File: src/rtl/reflet_context_regs.sv
// Reflet register bank with write-back, PC/SP stepping and a nested interrupt context stack.
// One-cycle state update on enabled, non-stalled edges; reads are combinational with no bypass.
module reflet_context_regs #(
  parameter int                  wordsize   = 16,
  parameter int                  int_levels = 4,
  parameter logic [wordsize-1:0] pc_reset   = '0,
  parameter logic [wordsize-1:0] sp_reset   = '0
) (
  input  logic                clk,
  input  logic                reset,
  input  logic                enable,
  input  logic                stall,
  input  logic                wr_valid,
  input  logic [3:0]          wr_index,
  input  logic [wordsize-1:0] wr_data,
  input  logic [1:0]          sp_op,
  input  logic                int_enter,
  input  logic [wordsize-1:0] int_vector,
  input  logic                int_return,
  input  logic [3:0]          rd_index,
  output logic [wordsize-1:0] rd_data,
  output logic [wordsize-1:0] wr_out,
  output logic [wordsize-1:0] sr_out,
  output logic [wordsize-1:0] pc_out,
  output logic [wordsize-1:0] sp_out,
  output logic                int_ack,
  output logic [3:0]          ctx_depth,
  output logic                ctx_overflow,
  output logic                ctx_underflow
);

  localparam logic [3:0] wr_id = 4'd0;
  localparam logic [3:0] sp_id = 4'd13;
  localparam logic [3:0] pc_id = 4'd14;
  localparam logic [3:0] sr_id = 4'd15;
  localparam logic [wordsize-1:0] sp_step   = wordsize'(wordsize / 8);
  localparam logic [3:0]          max_depth = 4'(int_levels);

  logic [wordsize-1:0] regs_q   [16];
  logic [wordsize-1:0] regs_d   [16];
  logic [wordsize-1:0] stk_pc_q [int_levels];
  logic [wordsize-1:0] stk_pc_d [int_levels];
  logic [wordsize-1:0] stk_wr_q [int_levels];
  logic [wordsize-1:0] stk_wr_d [int_levels];
  logic [wordsize-1:0] stk_sr_q [int_levels];
  logic [wordsize-1:0] stk_sr_d [int_levels];
  logic [3:0]          depth_q, depth_d;
  logic                ack_q, ack_d;
  logic                ovf_q, ovf_d;
  logic                unf_q, unf_d;

  logic                upd, do_push, do_pop;
  logic [wordsize-1:0] pop_pc, pop_wr, pop_sr;

  assign upd     = enable & ~stall;
  assign do_push = upd & int_enter & (depth_q < max_depth);
  assign do_pop  = upd & ~int_enter & int_return & (depth_q != 4'd0);

  // Top-of-stack lives at depth_q-1.
  always_comb begin
    pop_pc = '0;
    pop_wr = '0;
    pop_sr = '0;
    for (int i = 0; i < int_levels; i++) begin
      if (depth_q == 4'(i + 1)) begin
        pop_pc = stk_pc_q[i];
        pop_wr = stk_wr_q[i];
        pop_sr = stk_sr_q[i];
      end
    end
  end

  always_comb begin
    regs_d   = regs_q;
    stk_pc_d = stk_pc_q;
    stk_wr_d = stk_wr_q;
    stk_sr_d = stk_sr_q;
    depth_d  = depth_q;
    ack_d    = 1'b0;
    ovf_d    = ovf_q;
    unf_d    = unf_q;
    if (do_push) begin
      for (int i = 0; i < int_levels; i++) begin
        if (depth_q == 4'(i)) begin
          stk_pc_d[i] = regs_q[pc_id];
          stk_wr_d[i] = regs_q[wr_id];
          stk_sr_d[i] = regs_q[sr_id];
        end
      end
      regs_d[pc_id] = int_vector;
      depth_d       = depth_q + 4'd1;
      ack_d         = 1'b1;
    end else if (do_pop) begin
      regs_d[pc_id] = pop_pc;
      regs_d[wr_id] = pop_wr;
      regs_d[sr_id] = pop_sr;
      depth_d       = depth_q - 4'd1;
    end else if (upd) begin
      if (int_enter) ovf_d = 1'b1;
      else if (int_return) unf_d = 1'b1;
      case (sp_op)
        2'b01:   regs_d[sp_id] = regs_q[sp_id] + sp_step;
        2'b10:   regs_d[sp_id] = regs_q[sp_id] - sp_step;
        default: regs_d[sp_id] = regs_q[sp_id];
      endcase
      regs_d[pc_id] = regs_q[pc_id] + 1'b1;
      // Applied last so an explicit write wins over both SP step and PC increment.
      if (wr_valid) regs_d[wr_index] = wr_data;
    end
  end

  always_ff @(posedge clk or negedge reset) begin
    if (!reset) begin
      for (int i = 0; i < 16; i++) regs_q[i] <= '0;
      regs_q[pc_id] <= pc_reset;
      regs_q[sp_id] <= sp_reset;
      depth_q       <= 4'd0;
      ack_q         <= 1'b0;
      ovf_q         <= 1'b0;
      unf_q         <= 1'b0;
    end else begin
      regs_q  <= regs_d;
      depth_q <= depth_d;
      ack_q   <= ack_d;
      ovf_q   <= ovf_d;
      unf_q   <= unf_d;
    end
  end

  always_ff @(posedge clk) begin
    stk_pc_q <= stk_pc_d;
    stk_wr_q <= stk_wr_d;
    stk_sr_q <= stk_sr_d;
  end

  assign rd_data       = regs_q[rd_index];
  assign wr_out        = regs_q[wr_id];
  assign sr_out        = regs_q[sr_id];
  assign pc_out        = regs_q[pc_id];
  assign sp_out        = regs_q[sp_id];
  assign int_ack       = ack_q;
  assign ctx_depth     = depth_q;
  assign ctx_overflow  = ovf_q;
  assign ctx_underflow = unf_q;

endmodule

File: config.mk
export PLATFORM = sky130hd
export DESIGN_NAME = reflet_context_regs
export DESIGN_NICKNAME = d
export VERILOG_FILES = /design/src/rtl/reflet_context_regs.sv
export SDC_FILE = /design/constraint.sdc
export NUM_CORES = 1
export LEC_CHECK = 0
export CAP_MARGIN = 20
export CELL_PAD_IN_SITES_DETAIL_PLACEMENT = 0
export CELL_PAD_IN_SITES_GLOBAL_PLACEMENT = 2
export CORE_ASPECT_RATIO = 1.2
export CORE_MARGIN = 1.5
export CORE_UTILIZATION = 43
export DETAILED_ROUTE_END_ITERATION = 8
export HOLD_SLACK_MARGIN = 0.03
export PLACE_DENSITY = 0.85
export SLEW_MARGIN = 0
export SYNTH_ARGS = -nofsm -noshare
export SYNTH_HDL_FRONTEND = slang
export SYNTH_SLANG_ARGS = --single-unit
File: constraint.sdc
create_clock -name clk -period 3.7 [get_ports clk]
set_input_delay 0.37 -clock clk [delete_from_list [all_inputs] [get_ports clk]]
set_output_delay 0.37 -clock clk [all_outputs]
set_load 0.01 [all_outputs]
# After elaboration in Yosys (flattened, before gate mapping)
# Cells that the tools add are included.
# word_totals
ff_bits,455
elab_cells,105
out_inout_bits,87
input_bits,49
# classes
muxes,30
addsub,5
n_reduce_logical,16
n_eq_ne,6
n_bitwise,12
n_lt_le_gt_ge,4
# op_table
cell,count
256-bit 2-to-1 mux,2
16-bit 2-to-1 mux,20
256-bit bitwise mux,1
16-bit binary-select mux with 4-bit select,1
16-bit demux with 4-bit select,1
32-bit 2-to-1 mux,1
16-bit case mux with 2 select lines,1
16-bit by 1-bit adder with 16-bit output (second input constant),1
16-bit by 2-bit adder with 16-bit output (second input constant),1
16-bit by 2-bit subtractor with 16-bit output (second input constant),1
5-bit >= comparator (second input constant),2
4-bit NOT with 5-bit output,2
4-bit by 2-bit == test with 1-bit output (second input constant),2
4-bit 2-to-1 mux,2
2-bit AND reduction,4
4-bit AND reduction,2
1-bit bitwise AND,6
3-bit AND reduction,2
2-bit nonzero test,3
5-bit by 1-bit less-than comparator with 1-bit output (second input constant),1
5-bit AND reduction,1
4-bit by 1-bit adder with 4-bit output (second input constant),1
4-bit by 1-bit == test with 1-bit output (second input constant),1
4-bit by 3-bit == test with 1-bit output (second input constant),1
10 further kinds,13

# Longest topological paths before layout
# Gate-level depths: netlist of the first run.
# depth
word_depth,12
mapped_depth,15
mapped_depth_nobuf,11

# Worst setup path before layout of the first run
# OpenSTA, ideal clock, no wires.
# synth_path
path_type,input-to-reg
start,input sp_op[0]
end,register regs_q (netlist bit sp_out[7])
arrival_ns,2.871
t_required_ns,3.572
n_path_buf,4
path_stages,15
path_slack_ns,0.701
setup_time_ns,0.128
cell_sequence,inv_1 -> ha_1 -> buf_2 -> buf_2 -> buf_2 -> buf_2 -> xor2_1 -> ha_1 -> nand4bb_1 -> nand4_1 -> a21o_1 -> a22o_1 -> o31ai_1 -> mux2i_1 -> nand3_1
# synth_between
elab_chain_cells,7
elab_cells_between_ends,8
classes_between,2 x eq/ne; 6 x mux
# synth_lines
element,line_no,rtl
from (decl),16,"input logic [1:0] sp_op,"
2-bit == test or 2-bit by 1-bit == test with 1-bit output (tied branches),101,case (sp_op)
16-bit case mux with 2 select lines (*),101,
16-bit 2-to-1 mux (*),98,end else if (upd) begin
16-bit 2-to-1 mux (*),93,end else if (do_pop) begin
16-bit 2-to-1 mux (*),82,if (do_push) begin
256-bit bitwise mux,108,if (wr_valid) regs_d[wr_index] = wr_data;
256-bit 2-to-1 mux (*),108,
"to (signal, indexed assignment)",115,regs_q[pc_id] <= pc_reset;
"to (signal, indexed assignment)",116,regs_q[sp_id] <= sp_reset;
to (signal assigned),122,regs_q <= regs_d;
to (decl),39,logic [wordsize-1:0] regs_q [16];
# Mark *: on every way between the ends. The rest lies on a longest branch, timed or not. The select of a mux whose other input is x is not followed.
# A chain may end at the register's enable or synchronous reset.

# Worst setup path after layout of the first run
# layout_path
start,register regs_q (netlist bit sp_out[6])
end,output rd_data[6]
# layout_between
elab_chain_cells,3
# layout_lines
element,line_no,rtl
16-bit binary-select mux with 4-bit select,136,assign rd_data = regs_q[rd_index];
16-bit 2-to-1 mux (implied by the code) (2 in a row),136,
to (decl),21,"output logic [wordsize-1:0] rd_data,"
# Every way passes these cells. The select of a mux whose other input is x is not followed.

==> results of run 1 <==
==> path summary, 6_finish.rpt <==
| check | startpoint | to | slack, ns | cells after the start |
|---|---|---|---|---|
| worst max-delay path | sp_out[6]$_DFFE_PN0P_ | rd_data[6] | 0.45 | 3 |
| worst min-delay path | int_vector[2] | pc_out[2]$_DFFE_PN0P_ | 0.34 | 3 |
| worst max register to register | ctx_depth[0]$_DFFE_PN0N_ | regs_q[106]$_DFFE_PN0P_ | 0.61 | 8 |
| worst min register to register | ctx_underflow$_DFFE_PN0P_ | ctx_underflow$_DFFE_PN0P_ | 0.48 | 1 |
| max in group asynchronous | reset | regs_q[117]$_DFFE_PN0P_ | 2.21 | 3 |
| min in group asynchronous | reset | sr_out[11]$_DFFE_PN0P_ | 0.45 | 2 |
==> final cells by class <==
class | count | area (um2) | share of cell area [%]
inverters | 10 | 37.5 | 0.151
multi-input cells | 898 | 8220 | 33.0
repair buffers | 191 | 1910 | 7.67
well taps | 637 | 797 | 3.20
flip-flops and latches | 455 | 12300 | 49.6
clock inverters | 17 | 234 | 0.940
clock buffers | 68 | 1340 | 5.37
==> cells by family (layout without fill, tap and decap cells) <==
| logic type | after synthesis | in the layout | share of synthesized area (%) |
|---|---|---|---|
| simple gates | 230 | 230 | 5.87 |
| flops | 455 | 455 | 57.1 |
| compound gates | 354 | 354 | 10.7 |
| fa+ha+maj | 9 | 9 | 0.521 |
| mux | 280 | 280 | 19.8 |
| buf+inv | 199 | 286 | 4.97 |
| xor+xnor | 25 | 25 | 1.01 |
==> per-stage QoR <==
stage	hold slack, ns	util [%]
2_1_floorplan	0.0744	-
3_3_place_gp	0.451	47.1
3_5_place_dp	0.465	47.1
4_1_cts	0.337	50.3
5_1_grt	0.376	50.3
6_report	0.344	50.3
==> tightest hold or removal path, stage by stage <==
cell	delay [ns]
clkdlybuf4s50_1	0.41
nand2_1	0.07
a31oi_1	0.07
==> state kept, by name (all words and copies together), names as in the netlist <==
name and count:
ctx_depth 4, regs_q 192, stk_sr_q 64, ctx_overflow 1, int_ack 1, ctx_underflow 1, wr_out 16, pc_out 16
sp_out 16, sr_out 16, stk_wr_q 64, stk_pc_q 64
==> cells in the mapped netlist, drive strengths merged (10+ instances only) <==
cell | instances | area share, %
a21oi | 43 | 1.0
a221oi | 11 | 0.45
a22oi | 117 | 4.1
and2 | 10 | 0.29
buf | 104 | 3.3
clkbuf | 85 | 1.5
dfrtp | 263 | 30
edfxtp | 192 | 27
mux2 | 195 | 11
mux4 | 80 | 8.3
nand2 | 98 | 2.0
nand3 | 14 | 0.38
nor2 | 42 | 0.79
o21ai | 107 | 2.5
o22ai | 15 | 0.43
xnor2 | 15 | 0.61
xor2 | 10 | 0.41
==> timing repair <==
item	CTS	global route
buffers inserted	0	0
endpoints found under the hold margin	93	0
hold buffers	1	0
==> per-layer routing <==
metal  vias up  global-route usage [%]  wire length (um)
met5         -                       0                 0
met4         0                    7.19              1590
met3        82                    3.70              3910
met2       492                    41.7             31900
met1      7248                    32.4             25700
li1       5963                       -                 -
==> power groups by stage <==
stage,Combinational [W],Sequential (W),Clock [W]
floorplan,0.00253,0.00633,0
global placement,0.00367,0.00672,0
detailed placement,0.00371,0.00675,0
CTS,0.00373,0.00666,0.00493
global route,0.00399,0.00672,0.00510
finish,0.00371,0.00667,0.00487
==> flow_metrics.env, run 1 <==
export IMPL_ys_seq_area_share_pct=57.1
export IMPL_final_hold_violation_count=0
export IMPL_antenna_left=0
export IMPL_htree_levels=2
export IMPL_post_drt_wl_per_cell_um=27.7
export IMPL_final_cell_mix="263 x dfrtp_1, 192 x edfxtp_1, 132 x clkdlybuf4s50_1"
export IMPL_critPathMostFrequentCell="mux4_2"
export IMPL_synth_cells=1552
export IMPL_path_cells="mux4_2 > mux4_2 > clkdlybuf4s50_1"
export IMPL_seq_power_share_pct=43.8
export IMPL_dieArea_um2=51600
export IMPL_outcome="finished, final reports clean"
export IMPL_area_growth_pct=15.2
export IMPL_slowest_delay_ns=0.64
export IMPL_drc_errors=0
export IMPL_grt_pass1_vias=13915
export IMPL_post_place_ws_ns=0.557
export IMPL_ctsResizeCount=0
export IMPL_worst_slack_ns=0.453
export IMPL_grt_antenna_before_repair=1
export IMPL_end_kind="primary output"
export IMPL_cp_start_kind="register"
export IMPL_skew_ns=0.0420
export IMPL_cap_viol_max_count=0
export IMPL_cp_required_ns=3.33
export IMPL_finalInstanceArea_um2=24900
export IMPL_clkPwrFrac_pct=31.9
export IMPL_p_comb_share_pct=24.3
export IMPL_dp_cells=2190
export IMPL_die_h_um=249
export IMPL_slew_limit_headroom_pct=25.4
export IMPL_p_sw_share_pct=31.1
export IMPL_clockBufferDepth=3
export IMPL_grt_max_degree=99
export IMPL_final_common_cell="dfrtp_1"
export IMPL_rsz0062_at_grt="false"
export IMPL_yosysUniqueCellTypes=76
export IMPL_period_share_pct=87.8
export IMPL_max_freq_mhz=308
export IMPL_io_pins=136
export IMPL_arrival_ns=2.88
export IMPL_via_per_inst=6.06
export IMPL_crit_slowest_cell="dfrtp_1"
export IMPL_place_hpwl_um=40500
export IMPL_syn_area_um2=21600
export IMPL_hold_class="in2reg"
export IMPL_clkTransAtPathRegs_ns=0.06
export IMPL_overflow=0
export IMPL_cts_tree="done"
export IMPL_fin_crit_ns=3.25
export IMPL_ys_warn_count=0
export IMPL_start_util_pct=43.7
export IMPL_p_sw_w=0.00474
export IMPL_place_area_um2=23300
export IMPL_portBuffers=135
export IMPL_synthArstFlopShare_pct=57.8
export IMPL_cts_sinks=455
export IMPL_power_w=0.0153
export IMPL_synth_edf_count=192
export IMPL_synth_fp_nets=1610
export IMPL_finalSetupViolCount=0
export IMPL_vias=13785
export IMPL_coreArea_um2=49400
export IMPL_first_iter_violations=1078
export IMPL_num_fill_cells=4282
export IMPL_drt_wl_total_um=63100
export IMPL_clock_latency_ns=0.61
export IMPL_gp_congestion=0.825
export IMPL_drive_gt1_share_pct=26.1
export IMPL_cpLargestDelayFamily="multiplexers"
export IMPL_crit_buf_inv=1
export IMPL_slew_violations=0
export IMPL_dieWidth_um=208
export IMPL_critPathMaxFanout=19
export IMPL_cts_buffers_inserted=46
export IMPL_clock_root_buffer="clkbuf_16"
export IMPL_leakagePower_nw=10.0
export IMPL_worst_pin_slew_ns=1.12
export IMPL_powerDensity_nw_per_um2=613
export IMPL_dr_pass1_iters=5
export IMPL_synth_seq_cells=455
export IMPL_rows=89
export IMPL_track_usage_pct=24.5
export IMPL_worstSetupPathType="reg2out"
export IMPL_grt_pass1_wl_um=94000
export IMPL_syn_avg_cell_area_um2=13.9
export IMPL_fin_nets=1660
export IMPL_synthFlopType="dfrtp_1"
export IMPL_peakVddDrop_v=0.000447
export IMPL_intPower_w=0.0105
export IMPL_stdcell_count=2276
export IMPL_fin_tns_setup_ns=0
export IMPL_antenna_cells=0
(Power assumes the default switching activity.)
==> run 2: changes to the inputs <==
--- a/config.mk
+++ b/config.mk
@@ -11,6 +11,7 @@
 export CORE_ASPECT_RATIO = 1.2
 export CORE_MARGIN = 1.5
 export CORE_UTILIZATION = 43
+export CTS_CLUSTER_DIAMETER = 60
 export DETAILED_ROUTE_END_ITERATION = 8
 export HOLD_SLACK_MARGIN = 0.03
 export PLACE_DENSITY = 0.85
==> flow_metrics.env, run 2 (synthesis results as in run 1) <==
export IMPL_outcome="finished, final reports clean"
export IMPL_max_freq_mhz=307
export IMPL_rows=89
export IMPL_cp_required_ns=3.33
export IMPL_postCtsHoldBufs=1
export IMPL_antenna_left=0
export IMPL_finalSetupViolCount=0
export IMPL_dieArea_um2=51600
export IMPL_cap_viol_max_count=0
export IMPL_cts_buffers_inserted=47
export IMPL_slew_limit_headroom_pct=25.6
export IMPL_clock_latency_ns=0.60
export IMPL_final_hold_violation_count=0
export IMPL_use_met1_pct=32.4
export IMPL_top_register="regs_q"
export IMPL_final_common_cell="dfrtp_1"
export IMPL_grt_max_degree=99
export IMPL_dr_pass1_iters=5
export IMPL_final_cell_mix="263 x dfrtp_1, 192 x edfxtp_1, 132 x clkdlybuf4s50_1"
export IMPL_powerDensity_nw_per_um2=615
export IMPL_io_pins=136
export IMPL_skew_ns=0.0308
export IMPL_hold_class="in2reg"
export IMPL_worstSetupPathType="reg2out"
export IMPL_clock_root_buffer="clkbuf_16"
export IMPL_dp_cells=2190
export IMPL_grt_antenna_before_repair=1
export IMPL_slew_violations=0
export IMPL_grt_pass1_vias=13950
export IMPL_stdcell_count=2279
export IMPL_drive_gt1_share_pct=26.1
export IMPL_clkTransAtPathRegs_ns=0.06
export IMPL_htree_levels=2
export IMPL_end_kind="primary output"
export IMPL_power_w=0.0153
export IMPL_fin_tns_setup_ns=0
export IMPL_die_h_um=249
export IMPL_largest_reg_flops=192
export IMPL_drt_wl_total_um=63100
export IMPL_drc_errors=0
export IMPL_overflow=0
export IMPL_dieWidth_um=208
export IMPL_num_fill_cells=4278
export IMPL_coreArea_um2=49400
export IMPL_first_iter_violations=1129
export IMPL_gp_congestion=0.825
export IMPL_rsz0062_at_grt="false"
export IMPL_cts_sinks=455
export IMPL_place_hpwl_um=40500
export IMPL_cp_start_kind="register"
export IMPL_peakVddDrop_v=0.000448
export IMPL_area_growth_pct=15.3
export IMPL_portBuffers=135
export IMPL_cts_tree="done"
export IMPL_leakagePower_nw=10.0
export IMPL_vias=13844
export IMPL_ctsResizeCount=0
export IMPL_use_met3_pct=3.70
export IMPL_period_share_pct=88.1
export IMPL_finish_utilization_pct=50.4
export IMPL_via_per_inst=6.07
export IMPL_worst_pin_slew_ns=1.11
export IMPL_start_util_pct=43.7
export IMPL_clockBufferDepth=3
export IMPL_fin_crit_ns=3.26
export IMPL_grt_pass1_wl_um=93900
export IMPL_critPathMaxFanout=19
export IMPL_track_usage_pct=24.5
export IMPL_busiest_layer="met2"
export IMPL_cts_setup_buffers=0
export IMPL_fin_nets=1661
export IMPL_arrival_ns=2.89
export IMPL_post_drt_wl_per_cell_um=27.7
export IMPL_grt_use_met2_pct=42.0
==> run 2: changes by cell type in the layout (fill, tap and decap cells not counted), sizes merged <==
cell / change
diode: +1
clkbuf: +1
inv: +1
==> run 2: critical path, stage by stage (launching register included) <==
cell,delay [ns]
dfrtp_1,0.65
mux4_2,0.63
mux4_2,0.53
clkdlybuf4s50_1,0.50
==> run 2: final cells by class <==
class	instances	area (um2)	area share [%]
Antenna cell	1	2.50	0.0100
Clock buffer	69	1360	5.46
Clock inverter	18	241	0.969
Inverter	10	37.5	0.151
Multi-Input combinational cell	898	8220	33.0
Sequential cell	455	12300	49.6
Tap cell	637	797	3.20
Timing Repair Buffer	191	1910	7.66
==> run 2: metal layers <==
layer / wire [um] / vias to the layer above / share of wire (%)
met5: 0 / - / 0
met4: 1530 / 0 / 2.4
met3: 3810 / 79 / 6.0
met2: 31900 / 513 / 51
met1: 25800 / 7281 / 41
li1: - / 5971 / -
==> run 2: worst paths after layout <==
kind / startpoint / to / slack, ns / cells past startpoint
min in group asynchronous: reset / sr_out[11]$_DFFE_PN0P_ / 0.46 / 2
worst max-delay path: sp_out[6]$_DFFE_PN0P_ / rd_data[6] / 0.44 / 3
max in group asynchronous: reset / regs_q[117]$_DFFE_PN0P_ / 2.21 / 3
worst min-delay path: int_vector[2] / pc_out[2]$_DFFE_PN0P_ / 0.35 / 3
worst min register to register: ctx_underflow$_DFFE_PN0P_ / ctx_underflow$_DFFE_PN0P_ / 0.48 / 1
worst max register to register: ctx_depth[0]$_DFFE_PN0N_ / regs_q[106]$_DFFE_PN0P_ / 0.60 / 8
==> run 2: metrics by stage <==
step | setup WS [ns] | instance area, um2 | hold slack [ns]
after floorplan | 0.701 | 21600 | 0.0744
after global placement | 0.594 | 23300 | 0.451
after detailed placement | 0.557 | 23300 | 0.465
after CTS | 0.418 | 24900 | 0.337
after global routing | 0.401 | 24900 | 0.377
final | 0.439 | 24900 | 0.350
==> run 2: report_power, final <==
group | switching, W | internal [W]
sequential | 0.000780 | 0.00589
combinational | 0.00195 | 0.00176
clock | 0.00202 | 0.00291
total | 0.00476 | 0.0106
